==> src/rtl/pacman_pkg.sv <==
// Shared tile-map definitions: tile codes, map geometry, agent indices and
// MSB-first row accessors (column 0 lives in the top nibble of a row).
package pacman_pkg;
    localparam int MAP_COLS = 40;
    localparam int MAP_ROWS = 30;
    localparam int TILE_W   = 4;
    localparam int ROW_W    = MAP_COLS * TILE_W;

    typedef enum logic [3:0] {
        T_EMPTY  = 4'd0,
        T_WALL   = 4'd1,
        T_PILL   = 4'd2,
        T_PACMAN = 4'd3,
        T_GHOST1 = 4'd4,
        T_GHOST2 = 4'd5
    } tile_t;

    typedef enum logic [1:0] {
        PAC = 2'd0,
        G1  = 2'd1,
        G2  = 2'd2
    } agent_t;

    function automatic logic [TILE_W-1:0] tile_get(input logic [ROW_W-1:0] row,
                                                   input logic [5:0]       x);
        logic [TILE_W-1:0] t;
        t = T_EMPTY;
        for (int i = 0; i < MAP_COLS; i++)
            if (x == 6'(i)) t = row[ROW_W-1-TILE_W*i -: TILE_W];
        return t;
    endfunction

    function automatic logic [ROW_W-1:0] tile_set(input logic [ROW_W-1:0]  row,
                                                  input logic [5:0]        x,
                                                  input logic [TILE_W-1:0] code);
        logic [ROW_W-1:0] r;
        r = row;
        for (int i = 0; i < MAP_COLS; i++)
            if (x == 6'(i)) r[ROW_W-1-TILE_W*i -: TILE_W] = code;
        return r;
    endfunction

    function automatic logic [TILE_W-1:0] agent_code(input agent_t a);
        logic [TILE_W-1:0] c;
        case (a)
            PAC:     c = T_PACMAN;
            G1:      c = T_GHOST1;
            default: c = T_GHOST2;
        endcase
        return c;
    endfunction

    function automatic logic is_agent_code(input logic [TILE_W-1:0] t);
        return (t == T_PACMAN) || (t == T_GHOST1) || (t == T_GHOST2);
    endfunction

    // In range, and exactly one orthogonal step (which also excludes cur == nxt).
    function automatic logic move_ok(input logic [5:0] cx, input logic [4:0] cy,
                                     input logic [5:0] nx, input logic [4:0] ny);
        logic [5:0] adx;
        logic [4:0] ady;
        adx = (nx > cx) ? nx - cx : cx - nx;
        ady = (ny > cy) ? ny - cy : cy - ny;
        return (cx < 6'(MAP_COLS)) && (nx < 6'(MAP_COLS)) &&
               (cy < 5'(MAP_ROWS)) && (ny < 5'(MAP_ROWS)) &&
               (((adx == 6'd1) && (ady == 5'd0)) || ((adx == 6'd0) && (ady == 5'd1)));
    endfunction
endpackage

==> src/rtl/map_row_patch.sv <==
// Combinational single-tile patch of one map row; also reports the tile it replaced.
module map_row_patch
    import pacman_pkg::*;
(
    input  logic [ROW_W-1:0]  row,
    input  logic [5:0]        x,
    input  logic [TILE_W-1:0] code,
    output logic [ROW_W-1:0]  patched,
    output logic [TILE_W-1:0] old
);
    assign patched = tile_set(row, x, code);
    assign old     = tile_get(row, x);
endmodule

==> src/rtl/map_row_rmw_writer.sv <==
// Port-B read-modify-write engine for the tile map: arbitrates agent moves and
// rewrites the next-tile row, then the current-tile row.
module map_row_rmw_writer
    import pacman_pkg::*;
#(
    parameter int RD_LAT = 2
) (
    input  logic                 CLOCK_50,
    input  logic                 reset,
    input  logic [2:0]           req,
    input  logic [2:0][5:0]      cur_x,
    input  logic [2:0][4:0]      cur_y,
    input  logic [2:0][5:0]      nxt_x,
    input  logic [2:0][4:0]      nxt_y,
    output logic [2:0]           done,
    output logic                 rejected,
    output logic                 busy,
    output logic [4:0]           ram_addr,
    output logic                 ram_wren,
    output logic [ROW_W-1:0]     ram_wdata,
    input  logic [ROW_W-1:0]     ram_rdata
);
    typedef enum logic [2:0] {IDLE, RD_NXT, WR_NXT, RD_CUR, WR_CUR, DONE} state_t;

    localparam logic [1:0] LAT_LAST = 2'(RD_LAT - 1);

    state_t              state_reg, state_next;
    logic [1:0]          lat_reg, lat_next;
    agent_t              agent_reg, agent_next;
    logic [5:0]          cx_reg, cx_next, nx_reg, nx_next;
    logic [4:0]          cy_reg, cy_next, ny_reg, ny_next;
    logic [1:0][3:0]     under_reg, under_next;   // [0] ghost1, [1] ghost2
    logic [3:0]          nxt_old_reg, nxt_old_next;
    logic [2:0]          done_reg, done_next;
    logic                rejected_reg, rejected_next;
    logic                busy_reg, busy_next;
    logic [4:0]          ram_addr_reg, ram_addr_next;
    logic                ram_wren_reg, ram_wren_next;
    logic [ROW_W-1:0]    ram_wdata_reg, ram_wdata_next;

    agent_t              grant;
    logic [5:0]          in_cx, in_nx;
    logic [4:0]          in_cy, in_ny;
    logic [3:0]          restore;
    logic [5:0]          patch_x;
    logic [3:0]          patch_code;
    logic [ROW_W-1:0]    patch_row;
    logic [3:0]          patch_old;

    always_comb begin
        grant = PAC;
        if (!req[0]) grant = req[1] ? G1 : G2;
        case (grant)
            PAC: begin
                in_cx = cur_x[0]; in_cy = cur_y[0]; in_nx = nxt_x[0]; in_ny = nxt_y[0];
            end
            G1: begin
                in_cx = cur_x[1]; in_cy = cur_y[1]; in_nx = nxt_x[1]; in_ny = nxt_y[1];
            end
            default: begin
                in_cx = cur_x[2]; in_cy = cur_y[2]; in_nx = nxt_x[2]; in_ny = nxt_y[2];
            end
        endcase
    end

    // Pacman eats whatever it stood on; ghosts put back what they covered.
    always_comb begin
        case (agent_reg)
            PAC:     restore = T_EMPTY;
            G1:      restore = under_reg[0];
            default: restore = under_reg[1];
        endcase
    end

    assign patch_x    = (state_reg == RD_CUR) ? cx_reg : nx_reg;
    assign patch_code = (state_reg == RD_CUR) ? restore : agent_code(agent_reg);

    map_row_patch u_patch (
        .row     (ram_rdata),
        .x       (patch_x),
        .code    (patch_code),
        .patched (patch_row),
        .old     (patch_old)
    );

    always_comb begin
        state_next     = state_reg;
        lat_next       = lat_reg;
        agent_next     = agent_reg;
        cx_next        = cx_reg;
        cy_next        = cy_reg;
        nx_next        = nx_reg;
        ny_next        = ny_reg;
        under_next     = under_reg;
        nxt_old_next   = nxt_old_reg;
        done_next      = 3'b000;
        rejected_next  = 1'b0;
        ram_addr_next  = ram_addr_reg;
        ram_wren_next  = 1'b0;
        ram_wdata_next = ram_wdata_reg;

        case (state_reg)
            IDLE: begin
                if (req != 3'b000) begin
                    agent_next = grant;
                    cx_next    = in_cx;
                    cy_next    = in_cy;
                    nx_next    = in_nx;
                    ny_next    = in_ny;
                    if (!move_ok(in_cx, in_cy, in_nx, in_ny)) begin
                        state_next    = DONE;
                        done_next     = 3'b001 << grant;
                        rejected_next = 1'b1;
                    end else begin
                        state_next    = RD_NXT;
                        lat_next      = 2'd0;
                        ram_addr_next = in_ny;
                    end
                end
            end
            RD_NXT: begin
                if (lat_reg == LAT_LAST) begin
                    if (patch_old == T_WALL) begin
                        state_next    = DONE;
                        done_next     = 3'b001 << agent_reg;
                        rejected_next = 1'b1;
                    end else begin
                        state_next     = WR_NXT;
                        ram_wren_next  = 1'b1;
                        ram_wdata_next = patch_row;
                        nxt_old_next   = patch_old;
                    end
                end else begin
                    lat_next = lat_reg + 2'd1;
                end
            end
            WR_NXT: begin
                state_next    = RD_CUR;
                lat_next      = 2'd0;
                ram_addr_next = cy_reg;
            end
            RD_CUR: begin
                if (lat_reg == LAT_LAST) begin
                    state_next     = WR_CUR;
                    ram_wren_next  = 1'b1;
                    ram_wdata_next = patch_row;
                end else begin
                    lat_next = lat_reg + 2'd1;
                end
            end
            WR_CUR: begin
                state_next = DONE;
                done_next  = 3'b001 << agent_reg;
                // Commit the covered tile only now, after the old one was restored.
                if (agent_reg == G1)
                    under_next[0] = is_agent_code(nxt_old_reg) ? T_EMPTY : nxt_old_reg;
                else if (agent_reg == G2)
                    under_next[1] = is_agent_code(nxt_old_reg) ? T_EMPTY : nxt_old_reg;
            end
            default: begin
                state_next = IDLE;
            end
        endcase

        busy_next = (state_next != IDLE);
    end

    always_ff @(posedge CLOCK_50 or posedge reset) begin
        if (reset) begin
            state_reg     <= IDLE;
            lat_reg       <= 2'd0;
            agent_reg     <= PAC;
            cx_reg        <= '0;
            cy_reg        <= '0;
            nx_reg        <= '0;
            ny_reg        <= '0;
            under_reg     <= {T_EMPTY, T_EMPTY};
            nxt_old_reg   <= T_EMPTY;
            done_reg      <= 3'b000;
            rejected_reg  <= 1'b0;
            busy_reg      <= 1'b0;
            ram_addr_reg  <= '0;
            ram_wren_reg  <= 1'b0;
            ram_wdata_reg <= '0;
        end else begin
            state_reg     <= state_next;
            lat_reg       <= lat_next;
            agent_reg     <= agent_next;
            cx_reg        <= cx_next;
            cy_reg        <= cy_next;
            nx_reg        <= nx_next;
            ny_reg        <= ny_next;
            under_reg     <= under_next;
            nxt_old_reg   <= nxt_old_next;
            done_reg      <= done_next;
            rejected_reg  <= rejected_next;
            busy_reg      <= busy_next;
            ram_addr_reg  <= ram_addr_next;
            ram_wren_reg  <= ram_wren_next;
            ram_wdata_reg <= ram_wdata_next;
        end
    end

    assign done      = done_reg;
    assign rejected  = rejected_reg;
    assign busy      = busy_reg;
    assign ram_addr  = ram_addr_reg;
    assign ram_wren  = ram_wren_reg;
    assign ram_wdata = ram_wdata_reg;
endmodule

==> config.mk <==
export PLATFORM = sky130hd
export DESIGN_NAME = map_row_rmw_writer
export DESIGN_NICKNAME = d
export VERILOG_FILES = /design/src/rtl/pacman_pkg.sv /design/src/rtl/map_row_patch.sv /design/src/rtl/map_row_rmw_writer.sv
export SDC_FILE = /design/constraint.sdc
export NUM_CORES = 1
export LEC_CHECK = 0
export CAP_MARGIN = 20
export CELL_PAD_IN_SITES_DETAIL_PLACEMENT = 2
export CELL_PAD_IN_SITES_GLOBAL_PLACEMENT = 2
export CORE_MARGIN = 2
export CORE_UTILIZATION = 27
export DETAILED_ROUTE_END_ITERATION = 8
export PLACE_DENSITY_LB_ADDON = 0.15
export SLEW_MARGIN = 5
export SYNTH_ARGS = -nofsm -noshare
export SYNTH_HDL_FRONTEND = slang
export SYNTH_SLANG_ARGS = --single-unit
==> constraint.sdc <==
create_clock -name CLOCK_50 -period 6.8 [get_ports CLOCK_50]
set_clock_uncertainty 0.15 [all_clocks]
set_input_delay 1.36 -clock CLOCK_50 [delete_from_list [all_inputs] [get_ports CLOCK_50]]
set_output_delay 1.36 -clock CLOCK_50 [all_outputs]
set_load 0.01 [all_outputs]
==> metrics.md <==
| Metric | Value |
|---|---|
| Pint | `5.51 mW` |
| First-pass GRT wire length | `105 mm` |
| CP delay by family, top | `compound AO/OA/AOI/OAI gates` |
| Most frequent cell after synthesis | `dfrtp_1` |
| Slew Viols, Final | `0` |
| Total Power | `9.65 mW` |
| Yosys top cell by area | `dfrtp_1` |
| Multi-input logic area | `8600 um2` |
| Peak supply drop | `0.250 mV` |
| Max Cap Viol | `0` |
| Switch share | `42.9%` |
| Die Span Y | `236 um` |
| CTS tree | `done` |
| Synth top area share | `35.6%` |
| Clock share of power | `15.7%` |
| CTS-repair resized insts | `0` |
| Crit path cell chain | `clkdlybuf4s50_1 -> mux2i_1 -> nor2_1 -> a21oi_1 -> inv_1 -> fa_1 -> nor2b_1 -> o31ai_1 -> a21oi_1 -> buf_4 -> a21oi_1 -> o21ai_0 -> a221oi_1 -> a31o_2 -> o211ai_1 -> nor2b_1 -> o31ai_1` |
| M2 GR Usage | `41.8%` |
| Layout cells sized above 1 | `16.9%` |
| Number of flip-flops in the largest register | `160` |
| Gpl congestion | `0.846` |
| Final hold vios | `0` |
| Seq/Total Area, Yosys | `35.6%` |
| Critical path capture point type | `flip-flop` |
| Top Ports | `402` |
| Starting Density | `27.2%` |
| Slowest cell on crit path | `clkdlybuf4s50_1` |
| WP depth | `17` |
| Most frequent CP cell | `a21oi_1` |
| Post-DRT Antenna Nets | `0` |
| Remaining DRCs | `0` |
| Ys async rst share | `100%` |
| Ys Warns | `0` |
| Avg Cell Area, Syn | `9.38 um2` |
| Tmin final | `6.04 ns` |
| Post-synth EDFFs | `0` |
| Clock sinks | `207` |
| # setup viols final | `0` |
| Fillcell total | `5,813` |
| Pleak | `8.24 nW` |
| H-tree Lvls | `1` |
| Fin util | `37.7%` |
| Startpoint Class | `primary input` |
| Vias in the first global route | `15,460` |
| Synth Instances | `1,549` |
| Slew HR | `24.2%` |
| Crit path max fanout | `11` |
| Setup Fix Bufs, Post-CTS | `0` |
| Reg power frac | `25.2%` |
| Synth top area cells | `dfrtp_1 36%, mux2_4 8.9%, mux2_2 8.8%, o21ai_0 5.4%, nand2_1 4.8%` |
| Crit share post-route | `88.8%` |
| Die footprint | `55,700 um2` |
| Placed Cells | `2,586` |
| Actual slew at the worst max-slew pin | `1.14 ns` |
| Routing usage on met3 | `4.53%` |
| PD cells | `479 nW/um2` |
| Synthesized cell area | `14,500 um2` |
| Maximum clock frequency | `0.166 GHz` |
| Clk slew on worst S/H paths | `0.06 ns` |
| Worst Hold Class | `flip-flop to flip-flop` |
| Top cells by count, synth | `207 x dfrtp_1, 186 x nand2_1, 156 x o21ai_0` |
| M1 GR Usage | `33.7%` |
| DP HPWL | `53.9 mm` |
| Vias per Instance | `5.31` |
| CP Class | `primary input to flip-flop` |
| Fin Setup TNS | `0 ns` |
| Worst hold stages | `2` |
| Synth cell types | `97` |
| Clk root buf | `clkbuf_16` |
| Final cell count without fillers | `2,637` |
| GRT Max-Usage Layer | `met2` |
| Final nets | `2,175` |
| GRT Total Usage | `24.9%` |
| CTS hold repair buffers | `0` |
| WP buf/inv | `3` |
| FF+latch area | `5180 um2` |
| Outcome | `completed` |
| Post-synthesis register bit count | `207` |
| Comb pwr share | `59.1%` |
| Number of CTS-inserted buffers | `27` |
| Vias | `14,011` |
| Core Region | `53,500 um2` |
| Clock buffer depth | `3` |
| RSZ-0062 raised after global routing | `false` |
| Routed wire length per instance | `26.8 um` |
| Largest net degree at the start of global routing | `103` |
| Grt ovf | `0` |
| Rows | `85` |
| Worst r2r path cells | `12` |
| Worst-Skew Late Latency | `0.59 ns` |
| Initial DRC count | `737` |
| Worst Path Arrival | `6.37 ns` |
| Synthesized Nets | `1,805` |
| Slowest stage delay, CP | `0.81 ns` |
| Sw power | `4.14 mW` |
| Area Overhead vs Synth | `38.7%` |
| Antenna violations before repair | `6` |
| Detailed Route WL | `70.7 mm` |
| Number of port buffers | `401` |
| Drt first pass iters | `5` |
| Synth Flop Type | `dfrtp_1` |
| Worst endpoint required time | `7.13 ns` |
| Die W | `236 um` |
worst reg2reg max path: cells and delay by family (launching register included):
kind,cells,cell delay [ns]
mux,1,0.57
buf+inv,2,0.80
compound gates,8,2.85
simple gates,1,0.76
flops,1,0.61
cell families (layout without fill, tap and decap cells):
kind of cell / Yosys count / in the layout / synth area share (%)
AOI/OAI and AO/OA: 455 / 455 / 19.9
and+or+nand+nor: 450 / 450 / 14.6
muxes: 252 / 252 / 21.5
DFF: 207 / 207 / 35.6
buffers and inverters: 153 / 544 / 5.51
adders and majority gates: 25 / 25 / 2.36
xor gates and xnor gates: 7 / 7 / 0.422
other: 0 / 1 / 0
metal layers:
metal | routed length [um] | share of wire [%]
met5 | 53 | 0.075
met4 | 1240 | 1.8
met3 | 3600 | 5.1
met2 | 33500 | 47
met1 | 32300 | 46
power groups by stage:
stage | Clock (mW) | Combinational [mW] | Sequential (mW)
finish | 1.52 | 5.70 | 2.43
global route | 1.61 | 6.09 | 2.52
CTS | 1.57 | 5.74 | 2.44
detailed placement | 0 | 5.70 | 2.44
global placement | 0 | 5.62 | 2.42
floorplan | 0 | 3.15 | 2.42
path summary, 6_finish.rpt:
check / start / to / slack (ns)
setup / recovery: req[1] / lat_reg[1]$_DFFE_PP0P_ / 0.76
hold / removal: under_reg[4]$_DFFE_PP0P_ / under_reg[4]$_DFFE_PP0P_ / 0.34
setup reg to reg: state_reg[0]$_DFF_PP0_ / ram_wdata[103]$_DFFE_PP0P_ / 0.92
hold reg to reg: under_reg[4]$_DFFE_PP0P_ / under_reg[4]$_DFFE_PP0P_ / 0.34
max in group asynchronous: reset / ram_wdata[91]$_DFFE_PP0P_ / 4.45
min in group asynchronous: reset / ram_wdata[6]$_DFFE_PP0P_ / 0.93
cell type report:
type,instances,area share (%)
multi-input combinational,1189,42.7
inverter,48,0.912
clock inverter,6,0.428
tap,696,4.32
antenna,1,0.0124
clock buffer,44,4.16
timing repair buffer,446,21.8
sequential,207,25.7
layout by cell type (no fill, tap or decap), types with 15 or more instances in the layout:
master,netlist,routed
dfrtp_1,207,207
a21oi_1,110,110
nand3_1,18,18
clkbuf_16,0,27
mux2i_1,47,46
o21ai_0,156,156
o22ai_1,29,28
nand2_1,186,186
a221oi_1,15,15
ha_1,21,21
mux2_4,86,86
mux2_2,113,113
inv_1,48,47
buf_4,8,41
nor2_1,112,112
nor3_1,22,22
clkdlybuf4s50_1,0,401
nor2b_1,19,19
through the flow:
| stage | worst slack (ns) | cell area [um2] | hold slack (ns) |
|---|---|---|---|
| global route | 0.299 | 20200 | 0.365 |
| detailed placement | 0.156 | 19200 | 0.335 |
| CTS | 0.744 | 20200 | 0.349 |
| floorplan | 0.495 | 14500 | 0.301 |
| finish | 0.762 | 20200 | 0.344 |
| global placement | 0.445 | 19200 | 0.327 |
Power figures use the tool's default switching activity.
